### src/rtl/mm_sequencer.sv
// mm_sequencer: control sequencer for a serial-input N x M by M x N matrix
// multiplier datapath. It takes a start pulse, then steps through operand
// load, per-result clear / multiply-accumulate / write-back, result
// streaming and a one-cycle completion pulse. No data passes through here.
//
// Ports:
//   clk, rst          clock, asynchronous active-high reset
//   start             request a job (accepted only in IDLE)
//   ovf_in            accumulator overflow flag (observed in MAC cycles only)
//   ld_en/ld_sel/ld_addr  operand load strobe, matrix select (0=A,1=B), address
//   a_addr/b_addr     operand read addresses for the current MAC step
//   acc_clr/acc_en    accumulator clear / accumulate strobes
//   c_we/c_addr       result write strobe and result address
//   out_valid         result C[c_addr] is on the datapath output this cycle
//   busy/done         not-idle flag, one-cycle completion pulse
//   overflow          sticky overflow for the current/last job
module mm_sequencer #(
  parameter int N  = 2,
  parameter int M  = 2,
  parameter int AW = 4
) (
  input  logic          clk,
  input  logic          rst,
  input  logic          start,
  input  logic          ovf_in,
  output logic          ld_en,
  output logic          ld_sel,
  output logic [AW-1:0] ld_addr,
  output logic [AW-1:0] a_addr,
  output logic [AW-1:0] b_addr,
  output logic          acc_clr,
  output logic          acc_en,
  output logic          c_we,
  output logic [AW-1:0] c_addr,
  output logic          out_valid,
  output logic          busy,
  output logic          done,
  output logic          overflow
);

  typedef enum logic [2:0] {
    IDLE, LOAD_A, LOAD_B, CLR, MAC, WB, OUT, DONE
  } state_t;

  localparam logic [AW-1:0] LD_LAST  = AW'(N * M - 1);
  localparam logic [AW-1:0] OUT_LAST = AW'(N * N - 1);
  localparam logic [AW-1:0] IJ_LAST  = AW'(N - 1);
  localparam logic [AW-1:0] K_LAST   = AW'(M - 1);

  state_t        state, state_nx;
  logic [AW-1:0] cnt;   // shared by load and output phases
  logic [AW-1:0] i, j, k;

  always_ff @(posedge clk or posedge rst) begin
    if (rst) state <= IDLE;
    else     state <= state_nx;
  end

  // Outputs are decoded purely from registered state and counters.
  always_comb begin
    state_nx  = state;
    ld_en     = 1'b0;
    ld_sel    = 1'b0;
    ld_addr   = '0;
    a_addr    = '0;
    b_addr    = '0;
    acc_clr   = 1'b0;
    acc_en    = 1'b0;
    c_we      = 1'b0;
    c_addr    = '0;
    out_valid = 1'b0;
    done      = 1'b0;
    busy      = (state != IDLE);
    case (state)
      IDLE: if (start) state_nx = LOAD_A;
      LOAD_A: begin
        ld_en   = 1'b1;
        ld_addr = cnt;
        if (cnt == LD_LAST) state_nx = LOAD_B;
      end
      LOAD_B: begin
        ld_en   = 1'b1;
        ld_sel  = 1'b1;
        ld_addr = cnt;
        if (cnt == LD_LAST) state_nx = CLR;
      end
      CLR: begin
        acc_clr  = 1'b1;
        state_nx = MAC;
      end
      MAC: begin
        acc_en = 1'b1;
        a_addr = i * AW'(M) + k;
        b_addr = k * AW'(N) + j;
        if (k == K_LAST) state_nx = WB;
      end
      WB: begin
        c_we   = 1'b1;
        c_addr = i * AW'(N) + j;
        if (i == IJ_LAST && j == IJ_LAST) state_nx = OUT;
        else                              state_nx = CLR;
      end
      OUT: begin
        out_valid = 1'b1;
        c_addr    = cnt;
        if (cnt == OUT_LAST) state_nx = DONE;
      end
      DONE: begin
        done     = 1'b1;
        state_nx = IDLE;
      end
      default: state_nx = IDLE;
    endcase
  end

  always_ff @(posedge clk or posedge rst) begin
    if (rst) begin
      cnt <= '0;
      i   <= '0;
      j   <= '0;
      k   <= '0;
    end else begin
      case (state)
        IDLE: if (start) begin
          cnt <= '0;
          i   <= '0;
          j   <= '0;
          k   <= '0;
        end
        LOAD_A: cnt <= (cnt == LD_LAST) ? '0 : cnt + 1'b1;
        LOAD_B: begin
          cnt <= (cnt == LD_LAST) ? '0 : cnt + 1'b1;
          if (cnt == LD_LAST) begin
            i <= '0;
            j <= '0;
          end
        end
        CLR: k <= '0;
        MAC: if (k != K_LAST) k <= k + 1'b1;
        WB: begin
          if (j != IJ_LAST) begin
            j <= j + 1'b1;
          end else if (i != IJ_LAST) begin
            j <= '0;
            i <= i + 1'b1;
          end
        end
        OUT: cnt <= (cnt == OUT_LAST) ? '0 : cnt + 1'b1;
        default: ;
      endcase
    end
  end

  always_ff @(posedge clk or posedge rst) begin
    if (rst)                       overflow <= 1'b0;
    else if (state == IDLE && start) overflow <= 1'b0;
    else if (state == MAC && ovf_in) overflow <= 1'b1;
  end

endmodule

### config.mk
export PLATFORM = sky130hd
export DESIGN_NAME = mm_sequencer
export DESIGN_NICKNAME = d
export VERILOG_FILES = /design/src/rtl/mm_sequencer.sv
export SDC_FILE = /design/constraint.sdc
export NUM_CORES = 1
export LEC_CHECK = 0
export BUFFER_PORTS_ARGS = -buffer_cell sky130_fd_sc_hd__buf_2
export CAP_MARGIN = 30
export CORE_ASPECT_RATIO = 1.25
export CORE_MARGIN = 2
export CORE_UTILIZATION = 45
export DETAILED_ROUTE_END_ITERATION = 10
export GPL_TIMING_DRIVEN = 0
export PLACE_DENSITY_LB_ADDON = 0.12
export SLEW_MARGIN = 20
export SYNTH_ARGS = -nofsm -noshare
export SYNTH_HDL_FRONTEND = slang
export SYNTH_SLANG_ARGS = --single-unit
### constraint.sdc
create_clock -name clk -period 3.85 [get_ports clk]
set_input_delay 0.77 -clock clk [delete_from_list [all_inputs] [get_ports clk]]
set_output_delay 0.77 -clock clk [all_outputs]
set_load 0.005 [all_outputs]
* Word-level counts from Yosys, hierarchy flattened *
Index checks and enable logic that the tools add are counted.

storage, ports and cells
  output and inout bits = 25
  register bits = 20

cells by class
  reductions and logical operators = 16
  equal/unequal tests = 23
  add/subtract/negate cells = 7
  mux-type cells = 32

operator list
  kind                 count
  $mux 4               11
  $pmux 4 s3           3
  $pmux 3 s8           1
  $mux 3               6
  $add 4x1->4 const B  4
  $ne 2x2->1 const B   8
  $pmux 4 s2           2
  $add 4x4->4          3
  $eq 3x3->1 const B   4
  $eq 4x1->1 const B   3
  $ne 4x1->1 const B   3
  $reduce_and 5->1     2
  $mux 1               9
  $reduce_bool 3->1    3
  $eq 3x2->1 const B   2
  $eq 4x2->1 const B   1
  $reduce_and 4->1     1
  $reduce_bool 2->1    2
  $eq 3x1->1 const B   1
  $logic_and 1x1->1    3
  $logic_not 3->1      1
  $ne 3x3->1 const B   1
  $reduce_and 3->1     1
  $reduce_or 3->1      1
  2 further kinds      2

* Depth between registers and ports, before layout *
Gate-level depths: netlist of run 1.

  depth after elaboration = 4
  mapped depth = 8
  depth with buffers taken out = 6

* Worst setup path after synthesis of run 1 *
No wires, ideal clock.

  path kind = register to output
  start point = register i[0]
  end point = output port c_addr[3]
  stages on the path, launching flop included = 6
  data required time = 3.080 ns
  path buffers = 0
  setup slack = 1.615 ns
  arrival time = 1.465 ns
  cells stage by stage = dfrtp_1 > ha_1 > fa_1 > xor2_1 > xnor2_1 > o21ai_0

between the ends
  word-level cells in the longest chain between the ends = 2

RTL lines
  element                   RTL line  source
  start: declaration        52        logic [AW-1:0] i, j, k;
  start signal: assignment  145       i <= i + 1'b1;
  $add 4x4->4               99        c_addr = i * AW'(N) + j;
  $pmux 4 s2                74        case (state)
  end: declaration          34        output logic [AW-1:0] c_addr,

No other way between the ends.

* Worst setup path after layout of run 1 *
Ends and elaborated chain as after synthesis.

==> results of run 1 <==
[power by group]
group	internal (W)	leakage, nW	switching [W]	total, W
sequential	0.000258	0.269	0.0000674	0.000325
combinational	0.000234	0.592	0.000295	0.000529
clock	0.000139	0.0357	0.0000757	0.000215
total	0.000630	0.896	0.000438	0.00107
[worst min-delay path: stages (launching register included)]
cell and delay, ns:
dfrtp_1 0.37, a21oi_1 0.05, nor2_1 0.09
[synthesized netlist by cell type (2+ instances only)]
cell type / number
or2_1: 2
or3b_2: 3
fa_1: 3
a21o_1: 3
nand2_1: 12
and2_2: 2
nor2_1: 16
and2_1: 3
dfrtp_1: 20
inv_1: 12
buf_6: 2
nand3_1: 8
a21oi_1: 8
nand2b_1: 2
and3_1: 4
a22o_1: 5
o22ai_1: 3
mux2i_1: 2
or3b_1: 2
nor3b_1: 3
clkbuf_1: 3
xor2_1: 2
xnor2_1: 7
ha_1: 10
o21ai_0: 10
[cells by family after synthesis]
kind of cell	Yosys count
AOI/OAI and AO/OA	41
xor gates and xnor gates	9
adders and majority gates	13
buffers and inverters	21
DFF	20
muxes	3
and+or+nand+nor	60
[cell type report]
class | instances | area (um2)
Multi-Input combinational cell | 126 | 907
Clock buffer | 3 | 41.3
Buffer | 8 | 51.3
Sequential cell | 20 | 500
Fill cell | 310 | 1430
Clock inverter | 1 | 30.0
Timing Repair Buffer | 28 | 140
Inverter | 13 | 48.8
Tap cell | 37 | 46.3
[metrics by stage]
stage / std cells / setup WS (ns) / power [W]
final: 236 / 1.14 / 0.00107
after global routing: 236 / 1.03 / 0.00117
after CTS: 236 / 1.12 / 0.00108
after detailed placement: 232 / 1.42 / 0.000860
after global placement: 232 / 1.45 / 0.000843
after floorplan: 167 / 1.62 / 0.000704
[worst paths after layout]
kind,end,cells after the start,startpoint
max,c_addr[3],6,i[0]
min,overflow,2,overflow
max reg2reg,i[3],6,cnt[0]
min reg2reg,overflow,2,overflow
max in group asynchronous,j[1],2,rst
min in group asynchronous,overflow,2,rst
[layer usage]
layer,wire length (um),global-route usage,vias up
li1,-,-,646
met1,1450,0.229,607
met2,1720,0.345,21
met3,118,0.0261,4
met4,35,0.0640,0
met5,0,0,-
[sequential cells by signal (all words and copies together), names as in the netlist]
signal / cells
i: 4
state: 3
k: 4
overflow: 1
cnt: 4
j: 4
==> run summary, run 1 <==
Status = finished, final reports clean
Root buffer cell = clkbuf_8
Register area share after synthesis = 0.332
Wire length per cell = 14.1 um
Post-synth EDFFs = 0
H-tree depth = 1
Setup TNS = 0 ns
Synth area leader = dfrtp_1
Commonest non-fill, non-tap cell in the layout = buf_2
Total of max-cap violations = 0
Clk_lat worst skew = 0.27 ns
XOR/XNOR share of the synthesized area = 0.0523
Crit-path leading delay family = adder cells
Design area = 1770 um2
Synth Area in Simple Gates = 0.210
Post-CTS Hold Buffers = 0
Min cycle time layout = 2.71 ns
Slew HR = 0.465
Largest net degree at the start of global routing = 21
Area grow syn2layout = 17.1%
CTS resizes = 0
Setup Skew = 0.00933 ns
Syn Nets = 184
DRT iter0 DRCs = 40
Die H = 68.7 um
Synth area leaders = dfrtp_1 (33%), ha_1 (8.3%), xnor2_1 (4.1%)
Initial antenna violation count = 0
Clock transition at the registers of the reported paths = 0.08 ns
Ys Warns = 0
Main combinational cell family by area after synthesis = simple AND/OR/NAND/NOR gates
FP Rows = 23
TritonCTS clock tree = yes
Net count, final = 217
CP Max Fanout = 7
Crit path required time = 3.08 ns
Post-synth top flop = dfrtp_1
DP Area = 1690 um2
Leakage = 0.896 nW
ANT nets after route = 0
Total gr overflow = 0
Critical Path AT = 1.94 ns
Post-Synthesis Cells = 167
Core ar. = 3190 um2
Post-synth cell types = 45
Worst hold slack = 0.544 ns
Crit path buf inv count = 1
Mux cell area share after synthesis = 0.0207
Utilization after layout = 0.553
First-pass GRT wire length = 5.67 mm
DR vias = 1278
Worst-Margin Slew = 0.802 ns
Die Width = 55.8 um
Share of flip-flops with an asynchronous set or reset = 1.00
GRT Overall Usage = 0.188
Yosys top cell area share = 0.332
Vias per cell = 5.42
Ports = 29
R2R Setup Slk = 1.80 ns
Num Clock Sinks = 20
Post-Syn Area = 1510 um2
Pwr/cell area = 605 nW/um2
Drt first pass iters = 4
Crit end category = output port
Slowest stage delay, CP = 0.49 ns
TritonCTS Buffers = 3
Diode count = 0
Fmax = 0.369 GHz
Hpwl dp = 2.60 mm
Setup CP Type = reg -> out
Final period utilization = 0.704
Slew Viols, Final = 0
Critical path startpoint category = flip-flop
Register bit total from synthesis = 20
Vias in the first global route = 1252
Die ar. = 3830 um2
Fraction of layout cells with a size suffix above 1 = 0.251
WL final = 3.33 mm
DRC Markers = 0
Commonest non-fill, non-tap cells in the layout = buf_2 (29), dfrtp_1 (20), nor2_1 (16), nand2_1 (12), inv_1 (12)
IO buf count = 28
RSZ-0062 raised after global routing = false
Placer Congestion = 0.826
Max VDD drop = 0.466 mV
CP cell instances = ha_1, fa_1, xor2_1, xnor2_1, o21ai_0, buf_2
Starting Density = 0.472
Slowest cell on the critical path = dfrtp_1
Adder-cell share of the synthesized area = 0.123
Hold Fails Final Rpt = 0
Final setup vio count = 0
Post-synthesis compound-gate area fraction = 0.196
Post-CTS setup buffers = 0
Worst hold path class = reg -> reg
Maximum clock path buffer count = 2
Mean Syn Cell Area = 9.03 um2
(Power assumes the default switching activity.)
==> run 2: changes to the inputs <==
--- a/config.mk
+++ b/config.mk
@@ -5,6 +5,7 @@
 export SDC_FILE = /design/constraint.sdc
 export NUM_CORES = 1
 export LEC_CHECK = 0
+export ABC_AREA = 1
 export BUFFER_PORTS_ARGS = -buffer_cell sky130_fd_sc_hd__buf_2
 export CAP_MARGIN = 30
 export CORE_ASPECT_RATIO = 1.25
==> constraint.sdc (replaced) <==
create_clock -name clk -period 2.47 [get_ports clk]
set_input_delay 0.494 -clock clk [delete_from_list [all_inputs] [get_ports clk]]
set_output_delay 0.494 -clock clk [all_outputs]
set_load 0.005 [all_outputs]
==> run 2 against run 1 <==
Effect of this change:
- design area shrank 1.4%
- non-clock buffer count decreased by 5
- utilization down 0.78 points
- via count increased by 6.5%
- global-route usage fell by 0.40 points
- critical path depth fell by 1
- routed wire length shrank 2.7%
- synthesized area decreased by 0.58%
- critical endpoint is now c_addr[2]
==> run summary, run 2 <==
CP Max Fanout = 8
Maximum clock path buffer count = 2
Synth area leader = dfrtp_1
Largest net degree at the start of global routing = 21
Setup CP Type = reg -> out
Min cycle time layout = 2.22 ns
Slew HR = 0.470
Root buffer cell = clkbuf_8
Worst hold path class = in -> async
Max VDD drop = 0.729 mV
Placer Congestion = 0.841
Yosys top cell area share = 0.334
Mean Syn Cell Area = 7.24 um2
Hold Fails Final Rpt = 0
DP Area = 1690 um2
Initial antenna violation count = 0
DRC Markers = 0
Met2 Use GR = 0.313
ANT nets after route = 0
Setup Skew = 0.00405 ns
Crit path required time = 1.98 ns
Vias per cell = 4.93
Critical Path AT = 1.73 ns
Synth area leaders = dfrtp_1 (33%), nand2_1 (12%), ha_1 (8.3%)
Commonest non-fill, non-tap cell in the layout = nand2_1
Ports = 29
Crit path buf inv count = 1
Post-synth cell types = 23
Num Clock Sinks = 20
GRT Max-Usage Layer = met2
Internal Power = 0.000897 W
R2r endpoint = i[1]
DR vias = 1361
Die H = 68.5 um
Fin cells = 276
Switching part of the total = 0.487
Pwr/cell area = 1000 nW/um2
Drt first pass iters = 5
Die ar. = 3810 um2
CTS resizes = 0
Share of flip-flops with an asynchronous set or reset = 1.00
Logic pwr share = 0.537
IO buf count = 28
Commonest non-fill, non-tap cells in the layout = nand2_1 (49), inv_1 (30), buf_2 (30), nor2_1 (25), dfrtp_1 (20)
Post-Synthesis Cells = 207
Hpwl dp = 2.54 mm
Switching power = 0.000852 W
Starting Density = 0.469
Slew Viols, Final = 0
Worst-Margin Slew = 0.794 ns
GR met3 Demand/Resource = 0.0187
CP cell instances = ha_1, fa_1, nand2_1, o21ai_0, buf_2
Ys Warns = 0
Status = finished, final reports clean
Fill count = 335
TritonCTS Buffers = 3
Vias in the first global route = 1211
Diode count = 0
Placed insts = 272
TritonCTS clock tree = yes
Clk_lat worst skew = 0.27 ns
Final setup vio count = 0
Clock share of power = 0.146
Final Power = 0.00175 W
Crit end category = output port
Post-synth top flop = dfrtp_1
Core ar. = 3190 um2
Critical path startpoint category = flip-flop
FF-to-FF Start = i[1]
Fraction of layout cells with a size suffix above 1 = 0.205
Net count, final = 257
Leakage = 0.984 nW
FP Rows = 23
H-tree depth = 1
Post-Syn Area = 1500 um2
Area grow syn2layout = 16.1%
R2R cell count = 8
Clock transition at the registers of the reported paths = 0.08 ns
DRT iter0 DRCs = 58
First-pass GRT wire length = 5.42 mm
Post-synth EDFFs = 0
Total gr overflow = 0
Crit-path leading delay family = adder cells
Die Width = 55.6 um
Sequential fraction of design power = 0.317
WL final = 3.24 mm
Register bit total from synthesis = 20
Count leader, synth = nand2_1
Commonest cells post-synth = nand2_1 (49), inv_1 (30), nor2_1 (25), dfrtp_1 (20), nand3_1 (18)
Slowest stage delay, CP = 0.49 ns
Final period utilization = 0.900
Post-CTS setup buffers = 0
Area occupied by multi-input gates = 846 um2
Syn Nets = 224
R2R Setup Slk = 0.96 ns
Wire length per cell = 11.7 um
RSZ-0062 raised after global routing = false
Total of max-cap violations = 0
Met1 Resource Use GR = 0.233
Fmax = 0.450 GHz
Reg area = 500 um2
Post-CTS Hold Buffers = 0
Design area = 1740 um2
Register area share after synthesis = 0.334
Setup TNS = 0 ns
Slowest cell on the critical path = fa_1
GRT Overall Usage = 0.184
==> run 2: changes by cell type after synthesis, sizes merged, moves of 7 or more <==
cell / before / now
nor2: 16 / 28
nand3: 9 / 22
nand2: 12 / 49
inv: 13 / 36
xor2: 2 / 9
==> run 2: final cells by class <==
type,count,area share
plain buffers,3,0.00791
clock buffers,4,0.0316
inverters,37,0.0798
multi-input cells,147,0.486
flip-flops and latches,20,0.288
well taps,37,0.0266
repair buffers,28,0.0805
==> run 2: power by group through the flow <==
stage                     Sequential (W)  Clock [W]  Combinational [W]
final                           0.000554   0.000256           0.000939
after global routing            0.000568   0.000275            0.00109
after CTS                       0.000555   0.000265           0.000942
after detailed placement        0.000560          0           0.000940
after global placement          0.000558          0           0.000932
after floorplan                 0.000527          0           0.000696
==> run 2: worst max path at each step <==
stage                      to  slack [ns]  startpoint  cells after the start
floorplan           a_addr[3]        0.70        i[0]                      5
global placement    a_addr[3]        0.54        i[0]                      6
detailed placement  a_addr[3]        0.54        i[0]                      6
CTS                 c_addr[2]        0.23        i[0]                      5
global route        b_addr[3]        0.14        j[2]                      5
finish              c_addr[2]        0.25        i[0]                      5
==> run 2: stage by stage <==
step,util,setup slack (ns),hold slack [ns]
after floorplan,-,0.704,0.458
after global placement,0.528,0.535,0.480
after detailed placement,0.528,0.539,0.482
after CTS,0.545,0.234,0.389
after global routing,0.545,0.140,0.448
final,0.545,0.246,0.365
==> run 2: logic make-up (layout without fill, tap and decap cells) <==
logic type	after synthesis	in the layout	synth area share
AO/OA/AOI/OAI	21	21	0.0810
XOR/XNOR	10	10	0.0584
buffers and inverters	40	72	0.102
adder cells (fa/ha/maj)	13	13	0.124
flip-flops	20	20	0.334
AND/OR/NAND/NOR	103	103	0.301
==> run 2: layer usage <==
layer	part of all wire	vias to the layer above	wire [um]
met3	0.030	5	97
met2	0.45	25	1450
met4	0.020	0	65
li1	-	712	-
met1	0.50	619	1630
met5	0	-	0
